<file path="config.mk">
export PLATFORM = sky130hd
export DESIGN_NAME = inst_fetch_flat
export DESIGN_NICKNAME = d
export VERILOG_FILES = /design/src/rtl/inst_fetch_if.sv /design/src/rtl/inst_fetch.sv /design/src/flat_wrapper.sv
export SDC_FILE = /design/constraint.sdc
export NUM_CORES = 1
export LEC_CHECK = 0
export ABC_AREA = 1
export CAP_MARGIN = 20
export CELL_PAD_IN_SITES_DETAIL_PLACEMENT = 1
export CELL_PAD_IN_SITES_GLOBAL_PLACEMENT = 1
export CORE_ASPECT_RATIO = 2
export CORE_MARGIN = 2
export CORE_UTILIZATION = 39
export CTS_CLUSTER_DIAMETER = 60
export CTS_CLUSTER_SIZE = 25
export DETAILED_ROUTE_END_ITERATION = 6
export PLACE_DENSITY_LB_ADDON = 0.12
export SYNTH_ARGS = -nofsm -noshare
export SYNTH_HDL_FRONTEND = slang
export SYNTH_SLANG_ARGS = --single-unit
</file>
<file path="constraint.sdc">
create_clock -name clk -period 4.3 [get_ports clk]
set_clock_uncertainty 0.15 [all_clocks]
set_input_delay 1.075 -clock clk [delete_from_list [all_inputs] [get_ports clk]]
set_output_delay 1.075 -clock clk [all_outputs]
set_load 0.005 [all_outputs]
</file>
<file path="src/rtl/inst_fetch_if.sv">
// Fetch-unit bundle: instruction-memory request/grant/response, execute-stage
// redirect, and the valid/ready instruction hand-off to the decoder.
interface inst_fetch_if;
  logic        mem_req;
  logic [31:0] mem_addr;
  logic        mem_gnt;
  logic        mem_rvalid;
  logic [31:0] mem_rdata;
  logic        jump_en;
  logic [31:0] jump_addr;
  logic        inst_valid;
  logic        inst_ready;
  logic [31:0] inst;
  logic [31:0] inst_addr;

  modport master (
    output mem_req, mem_addr,
    input  mem_gnt, mem_rvalid, mem_rdata,
    input  jump_en, jump_addr,
    output inst_valid, inst, inst_addr,
    input  inst_ready
  );

  modport slave (
    input  mem_req, mem_addr,
    output mem_gnt, mem_rvalid, mem_rdata,
    output jump_en, jump_addr,
    input  inst_valid, inst, inst_addr,
    output inst_ready
  );
endinterface

</file>
<file path="src/rtl/inst_fetch.sv">
// Instruction fetch: owns the PC, keeps up to DEPTH requests/words in an
// in-order queue, drops responses belonging to a redirected-away stream.
module inst_fetch #(
  parameter logic [31:0] RESET_ADDR = 32'h0000_0000,
  parameter int          DEPTH      = 2,
  parameter logic [31:0] NOP        = 32'h0000_0013
) (
  input logic          clk,
  input logic          rst,
  inst_fetch_if.master bus
);

  localparam int PTR_W = (DEPTH > 2) ? 2 : 1;
  localparam int CNT_W = $clog2(DEPTH + 1);
  localparam logic [PTR_W-1:0] PTR_LAST  = PTR_W'(DEPTH - 1);
  localparam logic [CNT_W:0]   DEPTH_OCC = (CNT_W + 1)'(DEPTH);

  function automatic logic [PTR_W-1:0] ptr_inc(input logic [PTR_W-1:0] p);
    return (p == PTR_LAST) ? '0 : p + 1'b1;
  endfunction

  logic [31:0]      pc_q;
  logic [31:0]      slot_addr_q [DEPTH];
  logic [31:0]      slot_data_q [DEPTH];
  logic [DEPTH-1:0] filled_q;
  logic [PTR_W-1:0] head_q;
  logic [PTR_W-1:0] tail_q;
  logic [PTR_W-1:0] fill_q;
  logic [CNT_W-1:0] count_q;
  logic [CNT_W-1:0] pend_q;
  logic [CNT_W-1:0] discard_q;

  logic [CNT_W:0]   occ;
  logic [CNT_W:0]   redirect_sum;
  logic [CNT_W-1:0] discard_redirect;
  logic             req;
  logic             grant;
  logic             valid;
  logic             pop;
  logic             drop;
  logic             fill_en;

  // Credits come from registered state only, so a same-cycle pop never frees one.
  always_comb begin
    occ          = {1'b0, count_q} + {1'b0, discard_q};
    req          = rst & (occ < DEPTH_OCC) & ~bus.jump_en;
    grant        = req & bus.mem_gnt;
    valid        = (count_q != '0) & filled_q[head_q];
    pop          = valid & bus.inst_ready;
    drop         = bus.mem_rvalid & (discard_q != '0);
    fill_en      = bus.mem_rvalid & (discard_q == '0) & (pend_q != '0) & ~bus.jump_en;
    redirect_sum = {1'b0, pend_q} + {1'b0, discard_q};
    if (bus.mem_rvalid && (redirect_sum != '0))
      redirect_sum = redirect_sum - 1'b1;
    discard_redirect = redirect_sum[CNT_W-1:0];
  end

  assign bus.mem_req    = req;
  assign bus.mem_addr   = pc_q;
  assign bus.inst_valid = valid;
  assign bus.inst       = valid ? slot_data_q[head_q] : NOP;
  assign bus.inst_addr  = valid ? slot_addr_q[head_q] : 32'h0;

  always_ff @(posedge clk or negedge rst) begin
    if (!rst) begin
      pc_q      <= RESET_ADDR;
      filled_q  <= '0;
      head_q    <= '0;
      tail_q    <= '0;
      fill_q    <= '0;
      count_q   <= '0;
      pend_q    <= '0;
      discard_q <= '0;
    end else if (bus.jump_en) begin
      // Every reserved-but-unfilled slot still owes a response that must be eaten.
      pc_q      <= {bus.jump_addr[31:2], 2'b00};
      filled_q  <= '0;
      head_q    <= '0;
      tail_q    <= '0;
      fill_q    <= '0;
      count_q   <= '0;
      pend_q    <= '0;
      discard_q <= discard_redirect;
    end else begin
      if (grant) begin
        pc_q   <= pc_q + 32'd4;
        tail_q <= ptr_inc(tail_q);
      end
      if (drop)
        discard_q <= discard_q - 1'b1;
      if (fill_en) begin
        filled_q[fill_q] <= 1'b1;
        fill_q           <= ptr_inc(fill_q);
      end
      if (pop) begin
        filled_q[head_q] <= 1'b0;
        head_q           <= ptr_inc(head_q);
      end
      count_q <= count_q + CNT_W'(grant) - CNT_W'(pop);
      pend_q  <= pend_q + CNT_W'(grant) - CNT_W'(fill_en);
    end
  end

  // Slot payload needs no reset: it is only visible behind filled_q.
  always_ff @(posedge clk) begin
    if (grant)
      slot_addr_q[tail_q] <= pc_q;
    if (fill_en)
      slot_data_q[fill_q] <= bus.mem_rdata;
  end

endmodule

</file>
<file path="src/flat_wrapper.sv">
// flat-port wrapper written by rule: the top's interface ports become plain ports
module inst_fetch_flat 
#(
  parameter logic [31:0] RESET_ADDR = 32'h0000_0000,
  parameter int          DEPTH      = 2,
  parameter logic [31:0] NOP        = 32'h0000_0013
)
  (clk, rst, bus_mem_req, bus_mem_addr, bus_mem_gnt, bus_mem_rvalid, bus_mem_rdata, bus_jump_en, bus_jump_addr, bus_inst_valid, bus_inst, bus_inst_addr, bus_inst_ready);
  inst_fetch_if bus_i ();
  input logic clk;
  input logic rst;
  output wire logic [$bits(bus_i.mem_req)-1:0] bus_mem_req;
  output wire logic [$bits(bus_i.mem_addr)-1:0] bus_mem_addr;
  input wire logic [$bits(bus_i.mem_gnt)-1:0] bus_mem_gnt;
  input wire logic [$bits(bus_i.mem_rvalid)-1:0] bus_mem_rvalid;
  input wire logic [$bits(bus_i.mem_rdata)-1:0] bus_mem_rdata;
  input wire logic [$bits(bus_i.jump_en)-1:0] bus_jump_en;
  input wire logic [$bits(bus_i.jump_addr)-1:0] bus_jump_addr;
  output wire logic [$bits(bus_i.inst_valid)-1:0] bus_inst_valid;
  output wire logic [$bits(bus_i.inst)-1:0] bus_inst;
  output wire logic [$bits(bus_i.inst_addr)-1:0] bus_inst_addr;
  input wire logic [$bits(bus_i.inst_ready)-1:0] bus_inst_ready;
  assign bus_mem_req = bus_i.mem_req;
  assign bus_mem_addr = bus_i.mem_addr;
  assign bus_i.mem_gnt = bus_mem_gnt;
  assign bus_i.mem_rvalid = bus_mem_rvalid;
  assign bus_i.mem_rdata = bus_mem_rdata;
  assign bus_i.jump_en = bus_jump_en;
  assign bus_i.jump_addr = bus_jump_addr;
  assign bus_inst_valid = bus_i.inst_valid;
  assign bus_inst = bus_i.inst;
  assign bus_inst_addr = bus_i.inst_addr;
  assign bus_i.inst_ready = bus_inst_ready;
  inst_fetch #(.RESET_ADDR(RESET_ADDR), .DEPTH(DEPTH), .NOP(NOP)) u_core (.clk(clk), .rst(rst), .bus(bus_i));
endmodule
</file>
==> flow_summary.yaml <==
logic_synthesis:
  yosys_warnings: 0
  synthCells: 772
  synth_xor_area_frac: 0.01383
  syn-mean-instance-area_um2: 9.841
  synthMuxAreaShare: 0
  synth_edf_count: 124
  synthArstFlopShare: 0.2485
  synth_ff_type: "edfxtp_1"
  syn_area_um2: 7597
  synth_fa_ha_area_frac: 0.01845
  synth-seq-cells: 165
  synth_area_leader_cell: "edfxtp_1"
  ys_top_cells_by_area: "edfxtp_1, dfrtp_1, nand2_1"
  synth_compound_area_frac: 0.06670
  synth-simple-area-share: 0.2207
  yosysTopAreaCellShare: 0.4901
  synth_top_cells_by_count: "nand2_1, edfxtp_1, nand3_1"
  synth_top_family_by_area: "simple AND/OR/NAND/NOR gates"
  synth.most_common_cell: "nand2_1"
  ys_types: 33
  yosysSeqAreaShare: 0.6252
routing:
  vias_per_cell: 5.039
  highest_layer: "met4"
  vias: 6077
  drc_errors: 0
  drtAntennaViolNets: 0
  wl_met3_um: 811
  totalWireLength_um: 21570
  wirelength_met1_um: 7856
  first_iter_violations: 182
  firstDrtPassIters: 4
  met2_length_um: 11990
  avgRoutedWirePerCell_um: 17.88
grt:
  globalRouteTotalUtil: 0.2172
  grt_max_degree: 63
  grt_pass1_vias: 6563
  gr-total-overflow: 0
  antenna_found_initial: 0
  grt_pass1_wl_um: 34040
sta:
  finalCritPeriodShare: 0.8433
  setup_tns_ns: 0
  whs_ns: 0.3943
  fin_ws_ns: 0.6738
  tightest_slew_ns: 0.6743
  rsz0062_at_grt: "no"
  hold_violations: 0
  finalSetupViolCount: 0
  fmax_mhz: 275.8
  slew_viol_final: 0
  min_period_ns: 3.626
  max_slew_margin: 0.5504
die:
  start_util: 0.3959
  ioPinCount: 168
  coreArea_um2: 19190
  die-width_um: 102.7
  die_h_um: 201.4
  fp-row-count: 72
  fp.dieArea_um2: 20680
cells_and_area:
  n_antenna_cell: 0
  final_nets: 1014
  fill_cells: 2196
  areaGrowthSynthToFinish_pct: 32.86
  utilization: 0.5260
  multiInputGateArea_um2: 2466
  final_area_um2: 10090
  drive_above_1_share: 0.08553
  seq_area_um2: 4751
worst_setup_path:
  path_max_fanout: 25
  startpoint_type: "flip-flop"
  path_class: "flip-flop to primary output"
  cp-end-kind: "primary output"
  worst_ep_required_time_ns: 3.07
  arrival_ns: 2.40
power:
  power.density_nw_per_um2: 399.0
  peakVddDrop_mv: 0.2688
  power_leakage_nw: 3.901
cts:
  cts_resized: 0
  numClockSinks: 165
  ctsHoldBuffers: 0
  cts_tree: "built"
  cts_buffer_depth: 2
  cts.clk_slew.worst_paths_ns: 0.06
  cts_buffers: 17
  htree_num_levels: 4
  clock_latency_ns: 0.43
  root_buffer: "clkbuf_16"
  cts_setup_buffers: 0
job:
  cap_violations: 0
place:
  gp_congestion: 0.8366
  post-dp-hpwl_um: 15730
  post_dp_cell_area_um2: 9490
  dp_worst_setup_slack_ns: 0.8362
  port_buffers: 161
hold_path:
  hold_path.class: "flip-flop to flip-flop"
status:
  status: "completed"
## logic make-up after synthesis
group / after synthesis
other: 1
adder cells (fa/ha/maj): 10
AO/OA/AOI/OAI: 95
XOR/XNOR: 12
AND/OR/NAND/NOR: 393
buffers and inverters: 96
flip-flops: 165
## registers in the layout, indices dropped and copies added, names as in the netlist
register             cells
u_core.count_q           2
u_core.bus.mem_addr     30
u_core.fill_q            1
u_core.filled_q          2
u_core.slot_addr_q      60
u_core.slot_data_q      64
u_core.pend_q            2
u_core.tail_q            1
u_core.discard_q         2
u_core.head_q            1
## placed cells by master (no fill, tap or decap), types with 2 or more instances in the layout
master           instances
nand3_1                 68
o211ai_1                 4
inv_1                   56
ha_1                     8
conb_1                   4
a21oi_1                 61
xor2_1                   5
nand2_2                  7
clkinv_4                 2
nor2_4                   8
edfxtp_1               124
o21ai_0                 18
or2_2                    2
bufinv_16                3
o21bai_1                 8
xnor2_1                  7
nand2_4                  2
nor2_1                  38
nor2_2                   9
clkinv_2                 3
nand2_1                253
nor3_1                   2
fa_1                     2
buf_4                   12
clkdlybuf4s50_1        160
dfrtp_1                 40
inv_6                    5
o21ai_1                  3
clkbuf_16               17
inv_2                    6
## power by group
group / internal (W) / leakage [nW] / switching (W)
clock: 0.000919 / 0.296 / 0.000633
combinational: 0.000251 / 1.98 / 0.000267
sequential: 0.00182 / 1.63 / 0.000133
total: 0.00299 / 3.90 / 0.00103
## cell type report
| class | instances | share of cell area |
|---|---|---|
| flip-flops and latches | 165 | 0.4707 |
| multi-input cells | 514 | 0.2443 |
| repair buffers | 174 | 0.1701 |
| clock buffers | 17 | 0.04215 |
| well taps | 259 | 0.03211 |
| inverters | 62 | 0.02306 |
| clock inverters | 15 | 0.01760 |
## through the flow
step           cells  power [W]
6_report        1206   0.004027
3_3_place_gp    1174   0.002468
2_1_floorplan    775   0.002210
5_1_grt         1206   0.004201
3_5_place_dp    1174   0.002512
4_1_cts         1206   0.004074
## critical path, cell delays in order (launching register included)
cell and delay (ns):
dfrtp_1 0.45, or2_1 0.25, nand2_2 0.34, buf_4 0.36, a21oi_1 0.08, clkdlybuf4s50_1 0.48
## worst paths after layout
check / start / end / slack [ns] / cells after the start
max: u_core.count_q[1]$_DFF_PN0_ / bus_inst[15] / 0.67 / 5
min: u_core.filled_q[1]$_DFF_PN0_ / u_core.filled_q[1]$_DFF_PN0_ / 0.39 / 2
max reg2reg: u_core.count_q[0]$_DFF_PN0_ / u_core.slot_addr_q[1][24]$_DFFE_PP_ / 1.65 / 7
min reg2reg: u_core.filled_q[1]$_DFF_PN0_ / u_core.filled_q[1]$_DFF_PN0_ / 0.39 / 2
max in group asynchronous: rst / u_core.head_q$_DFFE_PN0P_ / 2.83 / 2
min in group asynchronous: rst / u_core.discard_q[1]$_DFFE_PN0P_ / 0.73 / 2
## metal layers
layer  GRT usage  vias up
met2      0.4076      169
met3     0.03334       45
met4     0.09952        0
li1            -     2878
met1      0.2277     2985
met5           0        -
Note: power is estimated with default switching activity, not from simulation.
